===== config.mk =====
export PLATFORM = sky130hd
export DESIGN_NAME = demux_key_stream
export DESIGN_NICKNAME = d
export VERILOG_FILES = /design/src/rtl/demux_key_stream.sv
export SDC_FILE = /design/constraint.sdc
export NUM_CORES = 1
export LEC_CHECK = 0
export ABC_AREA = 1
export ABC_CLOCK_PERIOD_IN_PS = 3750
export BUFFER_PORTS_ARGS = -buffer_cell sky130_fd_sc_hd__buf_2
export CORE_ASPECT_RATIO = 0.9
export CORE_MARGIN = 4
export CORE_UTILIZATION = 55
export CTS_CLUSTER_DIAMETER = 40
export DETAILED_ROUTE_END_ITERATION = 16
export PLACE_DENSITY = 0.75
export SLEW_MARGIN = 10
export SYNTH_ARGS = -nofsm -noshare
export SYNTH_HDL_FRONTEND = slang
export SYNTH_SLANG_ARGS = --single-unit

===== constraint.sdc =====
create_clock -name clk -period 3.75 [get_ports clk]
set_input_delay 0 -clock clk [delete_from_list [all_inputs] [get_ports clk]]
set_output_delay 0 -clock clk [all_outputs]
set_load 0.02 [all_outputs]

===== src/rtl/demux_key_stream.sv =====
// Key-routed demux: each input word goes to the lowest lane whose lut key matches, into a 2-deep per-lane FIFO.
// Latency 1 from input transfer to out_valid; a full lane stalls only words aimed at it, and unmatched words are always accepted and dropped.
module demux_key_stream #(
  parameter int NR_KEY   = 4,
  parameter int KEY_LEN  = 2,
  parameter int DATA_LEN = 8
) (
  input  logic                         clk,
  input  logic                         rst,
  input  logic [NR_KEY*KEY_LEN-1:0]    lut,
  input  logic                         in_valid,
  output logic                         in_ready,
  input  logic [KEY_LEN-1:0]           in_key,
  input  logic [DATA_LEN-1:0]          in_data,
  output logic [NR_KEY-1:0]            out_valid,
  input  logic [NR_KEY-1:0]            out_ready,
  output logic [NR_KEY*DATA_LEN-1:0]   out_data,
  output logic [7:0]                   miss_cnt,
  output logic                         miss_flag
);

  logic [DATA_LEN-1:0] head_q [NR_KEY];
  logic [DATA_LEN-1:0] head_d [NR_KEY];
  logic [DATA_LEN-1:0] tail_q [NR_KEY];
  logic [DATA_LEN-1:0] tail_d [NR_KEY];
  logic [1:0]          occ_q  [NR_KEY];
  logic [1:0]          occ_d  [NR_KEY];
  logic [7:0]          miss_cnt_q, miss_cnt_d;
  logic                miss_flag_q, miss_flag_d;

  logic [NR_KEY-1:0]   sel_oh;
  logic [NR_KEY-1:0]   pop;
  logic [NR_KEY-1:0]   room;
  logic [NR_KEY-1:0]   push;
  logic                hit;
  logic                xfer;
  logic                miss;

  // Priority match: first (lowest) matching lane claims the word.
  always_comb begin
    sel_oh = '0;
    hit    = 1'b0;
    for (int n = 0; n < NR_KEY; n++) begin
      if (!hit && (in_key == lut[n*KEY_LEN +: KEY_LEN])) begin
        sel_oh[n] = 1'b1;
        hit       = 1'b1;
      end
    end
  end

  always_comb begin
    pop  = '0;
    room = '0;
    for (int n = 0; n < NR_KEY; n++) begin
      pop[n]  = (occ_q[n] != 2'd0) && out_ready[n];
      room[n] = (occ_q[n] != 2'd2) || pop[n];
    end
  end

  assign in_ready = !rst && (!hit || |(sel_oh & room));
  assign xfer     = in_valid && in_ready;
  assign push     = xfer ? sel_oh : '0;
  assign miss     = xfer && !hit;

  // head is the registered output word; tail only holds the second entry.
  always_comb begin
    for (int n = 0; n < NR_KEY; n++) begin
      head_d[n] = head_q[n];
      tail_d[n] = tail_q[n];
      occ_d[n]  = occ_q[n];
      case ({push[n], pop[n]})
        2'b10: begin
          if (occ_q[n] == 2'd0) head_d[n] = in_data;
          else                  tail_d[n] = in_data;
          occ_d[n] = occ_q[n] + 2'd1;
        end
        2'b01: begin
          head_d[n] = tail_q[n];
          occ_d[n]  = occ_q[n] - 2'd1;
        end
        2'b11: begin
          if (occ_q[n] == 2'd1) begin
            head_d[n] = in_data;
          end else begin
            head_d[n] = tail_q[n];
            tail_d[n] = in_data;
          end
        end
        default: ;
      endcase
    end
    miss_cnt_d  = (miss && (miss_cnt_q != 8'hFF)) ? miss_cnt_q + 8'd1 : miss_cnt_q;
    miss_flag_d = miss_flag_q || miss;
  end

  always_ff @(posedge clk) begin
    if (rst) begin
      for (int n = 0; n < NR_KEY; n++) begin
        head_q[n] <= '0;
        tail_q[n] <= '0;
        occ_q[n]  <= 2'd0;
      end
      miss_cnt_q  <= 8'h00;
      miss_flag_q <= 1'b0;
    end else begin
      for (int n = 0; n < NR_KEY; n++) begin
        head_q[n] <= head_d[n];
        tail_q[n] <= tail_d[n];
        occ_q[n]  <= occ_d[n];
      end
      miss_cnt_q  <= miss_cnt_d;
      miss_flag_q <= miss_flag_d;
    end
  end

  always_comb begin
    out_valid = '0;
    out_data  = '0;
    for (int n = 0; n < NR_KEY; n++) begin
      out_valid[n]                        = (occ_q[n] != 2'd0);
      out_data[n*DATA_LEN +: DATA_LEN]    = head_q[n];
    end
  end

  assign miss_cnt  = miss_cnt_q;
  assign miss_flag = miss_flag_q;

endmodule


After elaboration in Yosys (flattened, before gate mapping). Memories as Yosys holds them, arrays and structs flattened. Cells that the tools add are included.

$add $sub $neg: 9. Reduce and logical (&&, ||, !) cells: 31. Bitwise operators: 13. Equality and inequality tests: 25. Multipliers: 0. Shifts and indexed selects: 0. Div/mod/pow operators: 0. Order comparisons: 0. Mux-type cells: 51.

Operator list (count): $mux 8 (24); $pmux 8 s3 (4); $pmux 8 s2 (4); $eq 2x1->1 const B (8); $eq 2x2->1 const B (8); $pmux 2 s2 (4); $or 1x1->1 (12); $logic_and 1x1->1 (11); $mux 1 (10); $add 2x1->2 const B (4); $add 8x1->8 const B (1); $eq 2x2->1 (4); $logic_not 2->1 (4); $mux 2 (4); $ne 2x2->1 const B (4); $ne 8x8->1 const B (1); $reduce_bool 2->1 (4); $sub 2x1->2 const B (4); $logic_or 1x1->1 (6); $logic_not 1->1 (5); $and 4x4->4 (1); $mux 4 (1); $reduce_or 4->1 (1).

RAM bits: 72. Memories: 3. Register bits after elaboration: 9. ROM bits: 0. Output and inout port bits: 46. Latch bits: 0. Word-level logic and storage cells: 134.

Memory list: head_q (words 4, width 8, rd ports 4, clocked after Yosys merged registers in 0, write ports 4, RTL line 22) `logic [DATA_LEN-1:0] head_q [NR_KEY];`; tail_q (words 4, width 8, rd ports 4, clocked after Yosys merged registers in 0, write ports 4, RTL line 24) `logic [DATA_LEN-1:0] tail_q [NR_KEY];`; occ_q (words 4, width 2, rd ports 4, clocked after Yosys merged registers in 0, write ports 4, RTL line 26) `logic [1:0] occ_q [NR_KEY];`.

Depth between registers and ports, before layout. Gate-level depths: netlist of run 1.

Depth in word-level cells: 20. Gate-level depth with buffers: 20.

Worst setup path before layout of run 1. No wires, ideal clock.

Path type: reg2reg. From: memory occ_q[3][0]. To: memory tail_q[3][0]. Path buffers: 0. Data arrival time: 2.674 ns. Required time: 3.630 ns. Cell stages (with the launch flop): 18. Slack: 0.956 ns. Cell sequence: dfxtp_1 -> inv_1 -> ha_1 -> nor2_2 -> nor2_1 -> nand2_1 -> nand2_2 -> nand3_4 -> nand2_4 -> nor2_8 -> inv_1 -> nor3_2 -> ha_1 -> nand2_1 -> o211ai_1 -> clkinv_1 -> o21ai_0 -> a21oi_1.

RTL lines (RTL line): start, declared (26); end, declared (24).

==> results of run 1 <==
==> final cells by class <==
class | count | area (sq um)
timing repair buffer | 78 | 420.4
clock inverter | 4 | 52.55
multi-input combinational | 406 | 2342
clock buffer | 12 | 145.1
inverter | 124 | 465.4
fill | 738 | 2858
tap | 99 | 123.9
sequential | 81 | 1622
==> sequential cells by signal, summed over array words and instances, names as in the netlist <==
signal / cells
miss_cnt: 8
tail_q: 32
occ_q: 8
miss_flag: 1
head_q: 32
==> per-layer routing <==
| layer | track usage [%] | share of wire (%) | vias up |
|---|---|---|---|
| met5 | 0 | 0 | - |
| met4 | 6.755 | 1.6 | 0 |
| met3 | 5.773 | 5.3 | 20 |
| met2 | 40.41 | 49 | 119 |
| met1 | 29.18 | 44 | 1989 |
| li1 | - | - | 2166 |
==> power groups by stage <==
| stage | Combinational, W | Clock (W) | Sequential, W |
|---|---|---|---|
| 3_3_place_gp | 0.000806 | 0 | 0.00102 |
| 4_1_cts | 0.000841 | 0.000655 | 0.00100 |
| 2_1_floorplan | 0.000524 | 0 | 0.00110 |
| 3_5_place_dp | 0.000832 | 0 | 0.00102 |
| 6_report | 0.000842 | 0.000647 | 0.00100 |
| 5_1_grt | 0.000939 | 0.000695 | 0.00102 |
==> placed cells by master (no fill, tap or decap), drive strengths merged <==
| cell type | count |
|---|---|
| nor3 | 5 |
| xor2 | 6 |
| clkinvlp | 3 |
| buf | 74 |
| xnor2 | 2 |
| o22ai | 5 |
| o21ai | 42 |
| bufinv | 1 |
| inv | 123 |
| dlygate4sd3 | 4 |
| nor2 | 95 |
| dfxtp | 81 |
| nand3 | 43 |
| clkbuf | 12 |
| clkinv | 1 |
| o211ai | 4 |
| ha | 25 |
| nand2 | 91 |
| o32ai | 27 |
| o21a | 1 |
| a21oi | 54 |
| nand4 | 6 |
==> repair_timing <==
| action | CTS | global route |
|---|---|---|
| resized for setup | 0 | 0 |
| endpoints found under the hold margin | 6 | 0 |
| hold buffers | 4 | 0 |
==> cells in the mapped netlist (2+ instances only) <==
cell type and instances:
nand2_4 3, o21ai_1 2, o22ai_1 5, a21oi_2 5
o32ai_1 27, nand3_1 38, dfxtp_1 81, nor3_1 3
nand4_2 2, inv_1 117, xor2_1 5, nand4_1 4
nand2_1 83, buf_2 4, nor3_2 2, clkbuf_1 13
o211ai_1 4, nor2_2 5, nand2_2 5, nor2_1 86
ha_1 25, o21ai_0 40, a21oi_1 49, clkinv_1 2
nand3_4 5, nor2_4 3, inv_2 5, xnor2_1 2
==> worst max-delay path by stage <==
stage                             startpoint                         to  slack (ns)  depth (start not counted)
global route        occ_q[3][0]$_SDFFE_PP0P_  tail_q[3][7]$_SDFFE_PP0P_        0.02                         17
global placement    occ_q[3][0]$_SDFFE_PP0P_  tail_q[3][1]$_SDFFE_PP0P_        0.70                         17
detailed placement  occ_q[3][0]$_SDFFE_PP0P_  tail_q[3][0]$_SDFFE_PP0P_        0.40                         17
CTS                 occ_q[3][0]$_SDFFE_PP0P_  tail_q[3][0]$_SDFFE_PP0P_        0.36                         17
floorplan           occ_q[3][0]$_SDFFE_PP0P_  tail_q[3][0]$_SDFFE_PP0P_        0.96                         17
finish              occ_q[3][0]$_SDFFE_PP0P_  tail_q[3][0]$_SDFFE_PP0P_        0.34                         17
==> cells by family after synthesis <==
kind of cell / count (synthesis)
AND/OR/NAND/NOR: 240
buffers and inverters: 144
AO/OA/AOI/OAI: 133
flip-flops: 81
adder cells (fa/ha/maj): 25
XOR/XNOR: 8
==> critical path, delay by kind of cell (launching register included) <==
kind	cells	cell delay [ns]
simple gates	9	1.31
compound gates	3	0.57
fa+ha+maj	2	0.56
buf+inv	3	0.49
flops	1	0.34
==> through the flow <==
stage	hold slack, ns	power, W
after detailed placement	0.3092	0.001855
after CTS	0.001924	0.002500
after floorplan	0.06244	0.001628
after global routing	0.01546	0.002650
final	0.02110	0.002491
after global placement	0.3026	0.001825
==> qor.csv, run 1 <==
metric,value,unit
drtIter0Drc,226,
power_density,481.8,mW/mm^2
wl_per_cell,13.92,um
dr_total_vias,4294,
clk_path_buf_depth,2,
synth-compound-area-share,17.80,%
dp_hpwl,8097,um
antenna_found_initial,0,
fin_crit_sh,90.96,%
synth_nets,681,
synthArstFlopShare,0,%
path_cells,inv_1 -> ha_1 -> nor2_2 -> nor2_1 -> nand2_1 -> nand2_2 -> nand3_4 -> nand2_4 -> nor2_8 -> inv_1 -> nor3_2 -> ha_1 -> nand2_1 -> o211ai_1 -> clkinv_1 -> o21ai_0 -> a21oi_1,
hold_class,primary input to register,
timing.rr.start,occ_q[3][0]$_SDFFE_PP0P_,
reg2reg_to,tail_q[3][0]$_SDFFE_PP0P_,
grt_pass1_vias,4091,
reg2regPathDepth,17,
pwr-share-comb,33.8,%
rsz0062_at_grt,no,
hold_viol,0,
critical_path_class,register to register,
io_buffers,70,
htree_levels,3,
yosys_warnings,0,
clockRootBuffer,clkbuf_8,
fin_ws,0.3390,ns
placed_cell_area,0.004933,sq mm
pre_cts_slack,0.4048,ns
detail_route.vias_per_cell,5.341,
cts_setup_buffers,0,
status,"finished, final reports clean",
crit_fanout,10,
wl,11200,um
cts_made_buffers,9,
min-delay-start,in_data[1],
insertedDiodeCount,0,
synth_edf_count,0,
start_util,56.30,%
cap_violations,0,
finalClockSkew,0.01634,ns
maxSlewHeadroom,29.57,%
synthXorXnorAreaFrac,1.716,%
rows,31,
worst_skew_pair.late_latency,0.36,ns
die_h,94.01,um
synth_mux_area_share,0,%
grt_usage,23.37,%
coreArea,0.008029,sq mm
critPathMaxStageDelay,0.39,ns
drc_errors,0,
setup_violations,0,
ant_nets,0,
synth_top_area_share,35.87,%
clk_pin_slew,0.09,ns
ys.flop_type,dfxtp_1,
p_leak,2.506,nW
critPathArrivalTime,3.63,ns
area_growth_syn_to_layout,14.39,%
seqPwrFrac,40.2,%
synth_cell_type_count,34,
nNetsFinal,750,
die_w,103.6,um
crit_path_end_kind,register,
clock-sinks,81,
slew_viol_final,0,
hold_path_depth,3,
dieArea,0.009736,sq mm
finish.utilization,64.41,%
syn_inst,631,
stdcell_count,804,
synth-seq-area-share,35.87,%
p_int,0.001564,W
cpMaxStageDelayCell,nor2_2,
synth_area_leaders,"dfxtp_1 36%, inv_1 9.7%, nor2_1 7.1%, ha_1 6.9%, nand2_1 6.9%",
cts_tree,done,
stdcell_area,0.005171,sq mm
placed_cells,784,
worst_ep_required_time,3.97,ns
power_frac_clock,26.0,%
finalSetupTns,0,ns
yosys.area_share.simple,25.38,%
p_sw_share,37.21,%
syn_area_per_cell,7.164,sq um
ir_drop,276.4,uV
ys_ff_latch,81,
drive_above_1_share,17.87,%
synth_top_area_cell,dfxtp_1,
synth_top_family_by_area,simple AND/OR/NAND/NOR gates,
timing.final.crit_period,3.411,ns
finalWeightedCongestion,0.8454,
p_sw,0.0009270,W
syn-cell-area,0.004521,sq mm
critPathLaunchType,register,
synthAdderAreaFrac,6.919,%
ios,71,
min_to,tail_q[1][1]$_SDFFE_PP0P_,
fmax,293.2,MHz
ff2ff_setup_slack,0.34,ns
dr.pass1.iters,5,
grt_max_degree,60,
grt_pass1_wl,18650,um
worstMarginPinSlew,1.052,ns
overflow,0,
(Power assumes the default switching activity.)
==> inputs of run 2 (changes only) <==
--- a/config.mk
+++ b/config.mk
@@ -13,7 +13,7 @@
 export CORE_UTILIZATION = 55
 export CTS_CLUSTER_DIAMETER = 40
 export DETAILED_ROUTE_END_ITERATION = 16
-export PLACE_DENSITY = 0.75
+export PLACE_DENSITY = 0.78
 export SLEW_MARGIN = 10
 export SYNTH_ARGS = -nofsm -noshare
 export SYNTH_HDL_FRONTEND = slang
==> run 2 against run 1 <==
Cell count did not move. Fmax is 6.1% higher. Wire length decreased by 1.9%. Utilization grew 0.30 points. Clock skew fell by 0.0033 ns. Critical path type unchanged. Critical endpoint is now head_q[0][25]$_SDFFE_PP0P_.
==> qor.csv, run 2 (synthesis results as in run 1) <==
metric,value,unit
finalWeightedCongestion,0.8821,
routed.top_layer,met4,
final_common_cell,inv_1,
finalClockSkew,0.01300,ns
setup_violations,0,
reg2reg_to,head_q[0][25]$_SDFFE_PP0P_,
dr.pass1.iters,5,
worst_skew_pair.late_latency,0.36,ns
wl_met2,5101,um
cpMaxStageDelayCell,a21oi_1,
wl_met3,803,um
dieArea,0.009736,sq mm
crit_path_end_kind,register,
fillers,776,
timing.hold.ws,0.01665,ns
htree_levels,3,
coreArea,0.008029,sq mm
die_w,103.6,um
stdcell_area,0.005195,sq mm
overflow,0,
wl_per_cell,13.66,um
grt_pass1_vias,4111,
ff2ff_setup_slack,0.54,ns
grt_max_degree,67,
rows,31,
worstMarginPinSlew,1.028,ns
largestRegisters,"head_q x32, tail_q x32",
finalSetupTns,0,ns
grt_usage,23.50,%
critPathLaunch,occ_q[3][0]$_SDFFE_PP0P_,
cts_tree,done,
clockRootBuffer,clkbuf_8,
critPathMaxStageDelay,0.44,ns
placed_cell_area,0.004933,sq mm
grt_pass1_wl,18770,um
clk_pin_slew,0.08,ns
placed_cells,784,
detail_route.vias_per_cell,5.301,
p_leak,2.529,nW
rsz0062_at_grt,no,
drive_above_1_share,18.01,%
cap_violations,0,
wl_met1,4846,um
cts_setup_buffers,0,
dp_hpwl,8046,um
drc_errors,0,
clk_path_buf_depth,2,
critPathArrivalTime,3.47,ns
critical_path.top_delay_family,simple AND/OR/NAND/NOR gates,
crit_cells,17,
fmax,311.0,MHz
wl,10980,um
maxSlewHeadroom,31.18,%
timing.final.crit_period,3.215,ns
nNetsFinal,750,
power_density,490.9,mW/mm^2
cp.buffers_inverters,3,
stdcell_count,804,
area_growth_syn_to_layout,14.92,%
dr_total_vias,4262,
status,"finished, final reports clean",
drtIter0Drc,266,
critical_path_class,register to register,
antenna_found_initial,0,
start_util,56.30,%
path_cells,inv_1 -> ha_1 -> nor2_2 -> nor2_1 -> nand2_1 -> nand2_2 -> nand3_4 -> nand2_4 -> nor2_8 -> inv_1 -> nor3_2 -> inv_1 -> ha_1 -> a21oi_1 -> o22ai_1 -> nor2_1 -> nor2_1,
critPathLaunchType,register,
ir_drop,257.0,uV
worst_ep_required_time,4.01,ns
ant_nets,0,
die_h,94.01,um
insertedDiodeCount,0,
hold_path_depth,3,
hold_viol,0,
finish.utilization,64.70,%
timing.rr.start,occ_q[3][0]$_SDFFE_PP0P_,
clock-sinks,81,
hold_class,primary input to register,
crit_end,head_q[0][25]$_SDFFE_PP0P_,
slew_viol_final,0,
crit_fanout,10,
reg2regPathDepth,17,
fin_crit_sh,85.73,%
final-seq-area,0.001622,sq mm
cts_made_buffers,9,
multi_input_comb_area,0.002342,sq mm
io_buffers,70,
final_cell_mix,"117 x inv_1, 86 x nor2_1, 83 x nand2_1",
ios,71,
[run 2: changes by cell type in the layout (fill, tap and decap cells not counted)]
cell / change
clkinv_1: -1
inv_2: +1
bufinv_16: +1
clkinvlp_4: -2
clkinv_4: +1
[run 2: worst min-delay path by stage]
stage                    start                        end  slack, ns
floorplan                  rst   miss_cnt[7]$_SDFFE_PP0P_       0.06
global placement           rst   miss_cnt[7]$_SDFFE_PP0P_       0.30
detailed placement         rst   miss_cnt[7]$_SDFFE_PP0P_       0.31
CTS                 in_data[3]  tail_q[1][3]$_SDFFE_PP0P_      0.001
global route        in_data[5]  tail_q[1][5]$_SDFFE_PP0P_       0.02
finish              in_data[3]  tail_q[1][3]$_SDFFE_PP0P_       0.02
[run 2: cell type report]
cell class / instances / area share (%)
tap: 99 / 2.384
multi-input combinational: 406 / 45.09
sequential: 81 / 31.21
clock inverter: 4 / 1.469
clock buffer: 12 / 2.794
inverter: 124 / 8.960
timing repair buffer: 78 / 8.092
[run 2: per-layer routing]
layer,GRT usage (%),up-vias
met3,6.254,30
met2,39.98,136
met1,29.23,1924
li1,-,2172
met4,7.641,0
met5,0,-
[run 2: through the flow]
| stage | setup WS [ns] | power, W |
|---|---|---|
| finish | 0.5351 | 0.002550 |
| CTS | 0.3617 | 0.002566 |
| global placement | 0.7282 | 0.001824 |
| detailed placement | 0.3848 | 0.001853 |
| floorplan | 0.9557 | 0.001628 |
| global route | 0.1692 | 0.002721 |
[run 2: what timing repair did]
action,in CTS,in global routing
gates resized for setup,0,1
endpoints found under the setup margin,0,5
hold buffers,4,0
endpoints found under the hold margin,9,0
[run 2: power by group]
| part | switching [W] | internal [W] | leakage [nW] |
|---|---|---|---|
| clock | 0.000317 | 0.000395 | 0.107 |
| sequential | 0.0000452 | 0.000959 | 0.658 |
| combinational | 0.000555 | 0.000278 | 1.76 |
[run 2: worst register-to-register path: stages (launching register included)]
cell and delay (ns):
dfxtp_1 0.35, inv_1 0.08, ha_1 0.28, nor2_2 0.39, nor2_1 0.08, nand2_1 0.09
nand2_2 0.07, nand3_4 0.12, nand2_4 0.08, nor2_8 0.18, inv_1 0.08, nor3_2 0.22
inv_1 0.08, ha_1 0.21, a21oi_1 0.44, o22ai_1 0.18, nor2_1 0.15, nor2_1 0.06
